### src/rtl/mem_arbiter_if.sv
// Bus bundle between the two requesters, the arbiter and the unified RAM.
interface mem_arbiter_if #(
    parameter int unsigned AW = 32,
    parameter int unsigned DW = 32
);
    // Port 0 (CPU fetch/load/store)
    logic          p0_req;
    logic          p0_we;
    logic          p0_lock;
    logic [AW-1:0] p0_addr;
    logic [DW-1:0] p0_wdata;
    logic          p0_gnt;
    logic          p0_rvalid;
    logic [DW-1:0] p0_rdata;

    // Port 1 (program loader / debug)
    logic          p1_req;
    logic          p1_we;
    logic          p1_lock;
    logic [AW-1:0] p1_addr;
    logic [DW-1:0] p1_wdata;
    logic          p1_gnt;
    logic          p1_rvalid;
    logic [DW-1:0] p1_rdata;

    // RAM side: asynchronous read, clocked write
    logic [AW-1:0] ram_addr;
    logic [DW-1:0] ram_wdata;
    logic          ram_we;
    logic [DW-1:0] ram_rdata;

    // Arbiter view
    modport slave (
        input  p0_req, p0_we, p0_lock, p0_addr, p0_wdata,
        input  p1_req, p1_we, p1_lock, p1_addr, p1_wdata,
        input  ram_rdata,
        output p0_gnt, p0_rvalid, p0_rdata,
        output p1_gnt, p1_rvalid, p1_rdata,
        output ram_addr, ram_wdata, ram_we
    );

    // Requester/RAM view
    modport master (
        output p0_req, p0_we, p0_lock, p0_addr, p0_wdata,
        output p1_req, p1_we, p1_lock, p1_addr, p1_wdata,
        output ram_rdata,
        input  p0_gnt, p0_rvalid, p0_rdata,
        input  p1_gnt, p1_rvalid, p1_rdata,
        input  ram_addr, ram_wdata, ram_we
    );
endinterface

### src/rtl/mem_arbiter.sv
// Two-port round-robin RAM arbiter with bounded burst lock and registered read return.
module mem_arbiter #(
    parameter int unsigned AW       = 32,
    parameter int unsigned DW       = 32,
    parameter int unsigned MAX_LOCK = 8
) (
    input  logic         clk,
    input  logic         reset,
    mem_arbiter_if.slave bus
);
    localparam int unsigned CW = 8;

    logic          last_gnt;
    logic [CW-1:0] lock_cnt;
    logic          rvalid0_q;
    logic          rvalid1_q;
    logic [DW-1:0] rdata0_q;
    logic [DW-1:0] rdata1_q;

    logic          below_max_c;
    logic          lock0_c;
    logic          lock1_c;
    logic          gnt0_c;
    logic          gnt1_c;
    logic          any_gnt_c;
    logic [AW-1:0] addr_c;
    logic [DW-1:0] wdata_c;
    logic          we_c;

    // A lock only counts while its owner won last and the burst budget is not spent
    assign below_max_c = lock_cnt < CW'(MAX_LOCK);
    assign lock0_c     = !last_gnt && bus.p0_req && bus.p0_lock && below_max_c;
    assign lock1_c     =  last_gnt && bus.p1_req && bus.p1_lock && below_max_c;
    assign any_gnt_c   = gnt0_c || gnt1_c;

    // Grant decision: sole requester, then lock owner, then round-robin
    always_comb begin
        gnt0_c = 1'b0;
        gnt1_c = 1'b0;
        if (!reset) begin
            if (bus.p0_req && !bus.p1_req) begin
                gnt0_c = 1'b1;
            end else if (bus.p1_req && !bus.p0_req) begin
                gnt1_c = 1'b1;
            end else if (bus.p0_req && bus.p1_req) begin
                if (lock0_c)       gnt0_c = 1'b1;
                else if (lock1_c)  gnt1_c = 1'b1;
                else if (last_gnt) gnt0_c = 1'b1;
                else               gnt1_c = 1'b1;
            end
        end
    end

    // RAM mux: winner drives the RAM, port 0 parks on the bus when idle
    always_comb begin
        addr_c  = bus.p0_addr;
        wdata_c = bus.p0_wdata;
        we_c    = 1'b0;
        if (gnt1_c) begin
            addr_c  = bus.p1_addr;
            wdata_c = bus.p1_wdata;
            we_c    = bus.p1_we;
        end else if (gnt0_c) begin
            we_c    = bus.p0_we;
        end
    end

    assign bus.ram_addr  = addr_c;
    assign bus.ram_wdata = wdata_c;
    assign bus.ram_we    = we_c;
    assign bus.p0_gnt    = gnt0_c;
    assign bus.p1_gnt    = gnt1_c;
    assign bus.p0_rvalid = rvalid0_q;
    assign bus.p1_rvalid = rvalid1_q;
    assign bus.p0_rdata  = rdata0_q;
    assign bus.p1_rdata  = rdata1_q;

    // Read return, round-robin pointer and lock budget
    always_ff @(posedge clk) begin
        if (reset) begin
            rvalid0_q <= 1'b0;
            rvalid1_q <= 1'b0;
            rdata0_q  <= '0;
            rdata1_q  <= '0;
            last_gnt  <= 1'b1;
            lock_cnt  <= '0;
        end else begin
            rvalid0_q <= gnt0_c && !bus.p0_we;
            rvalid1_q <= gnt1_c && !bus.p1_we;
            if (gnt0_c && !bus.p0_we) rdata0_q <= bus.ram_rdata;
            if (gnt1_c && !bus.p1_we) rdata1_q <= bus.ram_rdata;

            if (any_gnt_c) last_gnt <= gnt1_c;

            // Budget only burns when the lock actually keeps the other port waiting
            if (!any_gnt_c || (gnt1_c != last_gnt) ||
                (gnt0_c && !bus.p0_lock) || (gnt1_c && !bus.p1_lock)) begin
                lock_cnt <= '0;
            end else if ((gnt0_c && lock0_c && bus.p1_req) ||
                         (gnt1_c && lock1_c && bus.p0_req)) begin
                lock_cnt <= lock_cnt + CW'(1);
            end
        end
    end
endmodule

### src/flat_wrapper.sv
// flat-port wrapper written by rule: the top's interface ports become plain ports
module mem_arbiter_flat 
#(
    parameter int unsigned AW       = 32,
    parameter int unsigned DW       = 32,
    parameter int unsigned MAX_LOCK = 8
)
  (clk, reset, bus_p0_req, bus_p0_we, bus_p0_lock, bus_p0_addr, bus_p0_wdata, bus_p1_req, bus_p1_we, bus_p1_lock, bus_p1_addr, bus_p1_wdata, bus_ram_rdata, bus_p0_gnt, bus_p0_rvalid, bus_p0_rdata, bus_p1_gnt, bus_p1_rvalid, bus_p1_rdata, bus_ram_addr, bus_ram_wdata, bus_ram_we);
  mem_arbiter_if #(.AW(AW), .DW(DW)) bus_i ();
  input  logic clk;
  input  logic reset;
  input wire logic [$bits(bus_i.p0_req)-1:0] bus_p0_req;
  input wire logic [$bits(bus_i.p0_we)-1:0] bus_p0_we;
  input wire logic [$bits(bus_i.p0_lock)-1:0] bus_p0_lock;
  input wire logic [$bits(bus_i.p0_addr)-1:0] bus_p0_addr;
  input wire logic [$bits(bus_i.p0_wdata)-1:0] bus_p0_wdata;
  input wire logic [$bits(bus_i.p1_req)-1:0] bus_p1_req;
  input wire logic [$bits(bus_i.p1_we)-1:0] bus_p1_we;
  input wire logic [$bits(bus_i.p1_lock)-1:0] bus_p1_lock;
  input wire logic [$bits(bus_i.p1_addr)-1:0] bus_p1_addr;
  input wire logic [$bits(bus_i.p1_wdata)-1:0] bus_p1_wdata;
  input wire logic [$bits(bus_i.ram_rdata)-1:0] bus_ram_rdata;
  output wire logic [$bits(bus_i.p0_gnt)-1:0] bus_p0_gnt;
  output wire logic [$bits(bus_i.p0_rvalid)-1:0] bus_p0_rvalid;
  output wire logic [$bits(bus_i.p0_rdata)-1:0] bus_p0_rdata;
  output wire logic [$bits(bus_i.p1_gnt)-1:0] bus_p1_gnt;
  output wire logic [$bits(bus_i.p1_rvalid)-1:0] bus_p1_rvalid;
  output wire logic [$bits(bus_i.p1_rdata)-1:0] bus_p1_rdata;
  output wire logic [$bits(bus_i.ram_addr)-1:0] bus_ram_addr;
  output wire logic [$bits(bus_i.ram_wdata)-1:0] bus_ram_wdata;
  output wire logic [$bits(bus_i.ram_we)-1:0] bus_ram_we;
  assign bus_i.p0_req = bus_p0_req;
  assign bus_i.p0_we = bus_p0_we;
  assign bus_i.p0_lock = bus_p0_lock;
  assign bus_i.p0_addr = bus_p0_addr;
  assign bus_i.p0_wdata = bus_p0_wdata;
  assign bus_i.p1_req = bus_p1_req;
  assign bus_i.p1_we = bus_p1_we;
  assign bus_i.p1_lock = bus_p1_lock;
  assign bus_i.p1_addr = bus_p1_addr;
  assign bus_i.p1_wdata = bus_p1_wdata;
  assign bus_i.ram_rdata = bus_ram_rdata;
  assign bus_p0_gnt = bus_i.p0_gnt;
  assign bus_p0_rvalid = bus_i.p0_rvalid;
  assign bus_p0_rdata = bus_i.p0_rdata;
  assign bus_p1_gnt = bus_i.p1_gnt;
  assign bus_p1_rvalid = bus_i.p1_rvalid;
  assign bus_p1_rdata = bus_i.p1_rdata;
  assign bus_ram_addr = bus_i.ram_addr;
  assign bus_ram_wdata = bus_i.ram_wdata;
  assign bus_ram_we = bus_i.ram_we;
  mem_arbiter #(.AW(AW), .DW(DW), .MAX_LOCK(MAX_LOCK)) u_core (.clk(clk), .reset(reset), .bus(bus_i));
endmodule
### config.mk
export PLATFORM = sky130hd
export DESIGN_NAME = mem_arbiter_flat
export DESIGN_NICKNAME = d
export VERILOG_FILES = /design/src/rtl/mem_arbiter_if.sv /design/src/rtl/mem_arbiter.sv /design/src/flat_wrapper.sv
export SDC_FILE = /design/constraint.sdc
export NUM_CORES = 1
export LEC_CHECK = 0
export CORE_AREA = 2 2 116 118
export DETAILED_ROUTE_END_ITERATION = 16
export DIE_AREA = 0 0 118 120
export GPL_ROUTABILITY_DRIVEN = 0
export MAX_ROUTING_LAYER = met4
export PLACE_DENSITY = 0.84
export RECOVER_POWER = 50
export SYNTH_ARGS = -nofsm -noshare
export SYNTH_HDL_FRONTEND = slang
export SYNTH_SLANG_ARGS = --single-unit
### constraint.sdc
create_clock -name clk -period 4.5 [get_ports clk]
set_input_delay 0.9 -clock clk [delete_from_list [all_inputs] [get_ports clk]]
set_output_delay 0.9 -clock clk [all_outputs]
set_load 0.005 [all_outputs]
* After elaboration in Yosys (flattened, before gate mapping)
Cells that the tools add are included.
Word-level totals: input port bits 168, output and inout bits 133, bits in registers 75, word-level logic and storage cells 58
Cells by class: eq/ne operators 1, $lt $le $gt $ge 1, reductions and logical operators 31, $add $sub $neg 1, mux-type cells 18
Operator list (number):
- 2-to-1 mux 32 bit | 2
- logical AND 1 bit | 17
- 2-to-1 mux 1 bit | 16
- adder 8 x 1 -> 8 bit (second input constant) | 1
- zero test 1 bit | 8
- less-than comparator 8 x 4 -> 1 bit (second input constant) | 1
- logical OR 1 bit | 5
- OR reduction 2 bit | 1
- != test 1 bit | 1

* Longest topological paths before layout
depth after elaboration 15, gate-level depth with buffers 6, mapped depth without buffers 4

* Worst setup path before layout
Ideal clock, no wire load.
path type input -> output, start point input port bus_p0_req, end point output port bus_ram_addr[25], data required time 3.600 ns, stages 6, path buffers 2, path slack 1.269 ns, data arrival time 2.331 ns, cell sequence nor4b_1 > a311o_1 > nor2_1 > buf_2 > buf_2 > mux2_2
On the way: cells in the longest elaborated chain, start to end 9, elaborated cells on any way between the ends 13, classes of those cells mux: 6; reduce/logical: 7
RTL lines:
- start, declared | RTL line flat_wrapper.sv:12 | input wire logic [$bits(bus_i.p0_req)-1:0] bus_p0_req;
- logical AND 1 bit (3 in series) | RTL line mem_arbiter.sv:32 | assign lock0_c = !last_gnt && bus.p0_req && bus.p0_lock && below_max_c;
- 2-to-1 mux 1 bit | RTL line mem_arbiter.sv:46 | if (lock0_c) gnt0_c = 1'b1;
- 2-to-1 mux 1 bit | RTL line mem_arbiter.sv:45 | end else if (bus.p0_req && bus.p1_req) begin
- 2-to-1 mux 1 bit | RTL line mem_arbiter.sv:43 | end else if (bus.p1_req && !bus.p0_req) begin
- 2-to-1 mux 1 bit * | RTL line mem_arbiter.sv:41 | if (bus.p0_req && !bus.p1_req) begin
- 2-to-1 mux 1 bit * | RTL line mem_arbiter.sv:40 | if (!reset) begin
- 2-to-1 mux 32 bit * | RTL line mem_arbiter.sv:59 | if (gnt1_c) begin
- end, declared | RTL line flat_wrapper.sv:29 | output wire logic [$bits(bus_i.ram_addr)-1:0] bus_ram_addr;
Mark *: on every way between the ends. The rest lies on a longest branch, timed or not.

* Final worst setup path
start point input port bus_p1_lock, end point output port bus_ram_addr[12]
On the way: cells in the longest elaborated chain, start to end 9
RTL lines:
- start, declared | RTL line flat_wrapper.sv:19 | input wire logic [$bits(bus_i.p1_lock)-1:0] bus_p1_lock;
- logical AND 1 bit (2 in series) | RTL line mem_arbiter.sv:33 | assign lock1_c = last_gnt && bus.p1_req && bus.p1_lock && below_max_c;
- 2-to-1 mux 1 bit | RTL line mem_arbiter.sv:47 | else if (lock1_c) gnt1_c = 1'b1;
- 2-to-1 mux 1 bit | RTL line mem_arbiter.sv:46
- 2-to-1 mux 1 bit | RTL line mem_arbiter.sv:45
- 2-to-1 mux 1 bit | RTL line mem_arbiter.sv:43
- 2-to-1 mux 1 bit | RTL line mem_arbiter.sv:41
- 2-to-1 mux 1 bit | RTL line mem_arbiter.sv:40
- 2-to-1 mux 32 bit | RTL line mem_arbiter.sv:59
Every way passes these cells.

==> metrics.txt <==
family with the most delay on the worst path=buffers and inverters; Slowest-stage cell, CP=dlygate4sd3_1; Mean Syn Cell Area=approximately 11 um^2; Worst-path clk slew=approximately 0.050 ns; synthesized cell area=3780 um^2; Yosys cell types=35; post-synth top area cell=dfxtp_1; grt ovf=0; Fin. Hold Viols=0; Slew HR=just over 30%; Critical Path AT=about 3.4 ns; Num CTS Buffers=9; area share of the largest cell type after synthesis=39.7%; reg2reg end=u_core.bus.p1_rdata[3]$_SDFFE_PP0P_; Async SR Flop Fraction=0%; row cnt=42; layout cells sized above 1=between 20% and 30%; fillers=1130; post-synthesis sequential area ratio=about two fifths; RSZ-0062 raised after global routing=false; DRC=0; fmax=between 200 and 250 MHz; drt initial violations=between 100 and 150; vias in the first global route=slightly above 4000; Worst IR Drop VDD=~0.23 mV; first-pass GRT wire length=24.5 mm; CTS tree=yes; reg2reg start=u_core.lock_cnt[5]$_SDFFE_PP0P_; Clock Sinks=between 70 and 80; max_cap viols=0; outcome=finished clean; total die area=14200 um^2; routed via count=about 3700; Post-Layout Cell Count=roughly 820; Mapped Cells=about 340; Cell Chain, Critical Path=dlygate4sd3_1 > nor4b_2 > a21oi_1 > nor2_4 > buf_12 > mux2_2 > clkdlybuf4s50_1; YS warnings=0; Final nets=802; H-tree depth=3; hold-critical path endpoint=u_core.lock_cnt[4]$_SDFFE_PP0P_; syn_nets=about 510; period utilization=about 94%; clock root cell=clkbuf_16; pwr dens=approximately 280 nW/um^2; drt pass-1 iters=4; final setup vio count=0; routed wire length=16.6 mm; Initial Util=29.1%; R2R setup slack=1.76 ns; setup TNS after final layout=0 ns; clock latency on the worst-skew pair=~0.33 ns; Min-Delay Path Depth=1; Crit path buffers/inverters=3; actual slew at the worst max-slew pin=1.04 ns; area delta synth->final=94.2%; Yosys reg bits=75; R2R cell count=5; Top Ports=around 300; area of the multi-input gates=about 2200 um^2; Min-Delay Path Class=flop to flop; Die X-Extent=approximately 120 um; peak fanout along the critical path=45; core box area=approximately 13000 um^2; Critical Path Source Type=primary input; CTS Buffer Depth=2; IO buf count=300; initial antenna violation count=3; Slew Limit Fails=0; WL per Instance=about 20 um; CP peak stage delay=around 0.57 ns; Vias per Instance=approximately 4.6; CP Data Required Time=~3.6 ns; hold_sp=u_core.lock_cnt[4]$_SDFFE_PP0P_; Final HPWL DP=between 10 and 15 mm; worst setup path class=primary input to output pin; Final ANT Viol Nets=0; Leakage=just over 0.003 uW; die height=~120 um; ys flop type=dfxtp_1; top cells by area, synth=dfxtp_1 40%, mux2_2 38%, nor2b_1 11%; minimum clock period=~4.2 ns; Worst setup EP type=output pin; placed insts=798; EDFF count, synth=0; Final Skew=0.0132 ns; GRT Util Overall=23.7%; Register Area=roughly 1500 um^2; largest net degree at the start of global routing=68
[layer usage]
metal | track usage [%] | wire length (um) | vias up
met5 | - | 0 | -
li1 | - | - | 1780
met3 | 8.22 | 1340 | 21
met1 | 26.2 | 6730 | 1760
met4 | 7.38 | 275 | 0
met2 | 40.2 | 8260 | 175
[logic make-up after synthesis]
logic type	Yosys count	synth area share (%)
AND/OR/NAND/NOR	83	14.0
XOR/XNOR	1	0.232
adder cells (fa/ha/maj)	1	0.331
multiplexers	130	38.7
AO/OA/AOI/OAI	19	3.74
flip-flops	75	39.7
buffers and inverters	28	3.25
[metrics by stage]
step                instance area [um^2]  hold slack [ns]  power (uW)  setup slack (ns)  utilization (%)
floorplan                           3780            0.452         870              1.27                -
global placement                    6980            0.463        1210             0.323             53.8
detailed placement                  6980            0.474        1220             0.103             53.8
CTS                                 7340            0.481        2100            0.0983             56.6
global route                        7330            0.490        2140             0.159             56.5
finish                              7330            0.483        2060             0.254             56.5
[power breakdown]
part | internal, uW | leakage [uW] | switching, uW
Combinational | 332 | 0.00225 | 151
Clock | 597 | 0.000180 | 276
Sequential | 695 | 0.000612 | 13.2
Total | 1620 | 0.00304 | 440
[cell usage after synthesis, drive strengths merged (2+ instances only)]
cell type / instances
a21boi: 5
a21oi: 3
buf: 14
clkbuf: 8
dfxtp: 75
inv: 6
mux2: 128
mux2i: 2
nand2: 2
nor2: 4
nor2b: 65
nor4b: 2
o21ai: 2
or4: 2
[placed cells by master, fill, tap and decap left out, types with 2 or more instances in the layout]
cell,n
mux2_1,2
nor2b_1,65
inv_1,6
clkinv_2,2
or4_1,2
clkbuf_1,2
buf_4,4
dlygate4sd3_1,67
mux2i_1,2
nand2_1,2
a21boi_0,5
diode_2,3
a21oi_1,3
clkbuf_16,9
clkdlybuf4s50_1,232
bufinv_16,4
nor2_1,3
dfxtp_1,75
mux2_2,126
[state kept, by name (all words and copies together) (netlist names)]
signal and count:
u_core.lock_cnt 8, u_core.last_gnt 1, u_core.bus.p1_rdata 32, u_core.bus.p1_rvalid 1, u_core.bus.p0_rdata 32, u_core.bus.p0_rvalid 1
[final cells by class]
| cell class | instances | share of cell area [%] |
|---|---|---|
| sequential | 75 | 20.5 |
| timing repair buffer | 307 | 41.7 |
| clock buffer | 9 | 3.07 |
| antenna | 3 | 0.102 |
| inverter | 6 | 0.307 |
| clock inverter | 7 | 1.89 |
| multi-input combinational | 234 | 29.5 |
| tap | 176 | 3.00 |
[worst max path at each step]
stage	from	endpoint	slack (ns)	depth (start not counted)
floorplan	bus_p0_req	bus_ram_addr[25]	1.27	6
global route	bus_p1_lock	bus_ram_addr[1]	0.16	7
finish	bus_p1_lock	bus_ram_addr[12]	0.25	7
detailed placement	bus_p1_lock	bus_ram_addr[10]	0.10	7
global placement	bus_p1_lock	bus_ram_addr[7]	0.32	7
CTS	bus_p1_lock	bus_ram_addr[10]	0.1	7
[repair_timing]
item,CTS,global route
setup buffers,0,0
gates resized for setup,0,1
setup endpoints to repair,0,5
hold buffers,0,0
Note: power is estimated with default switching activity, not from simulation.
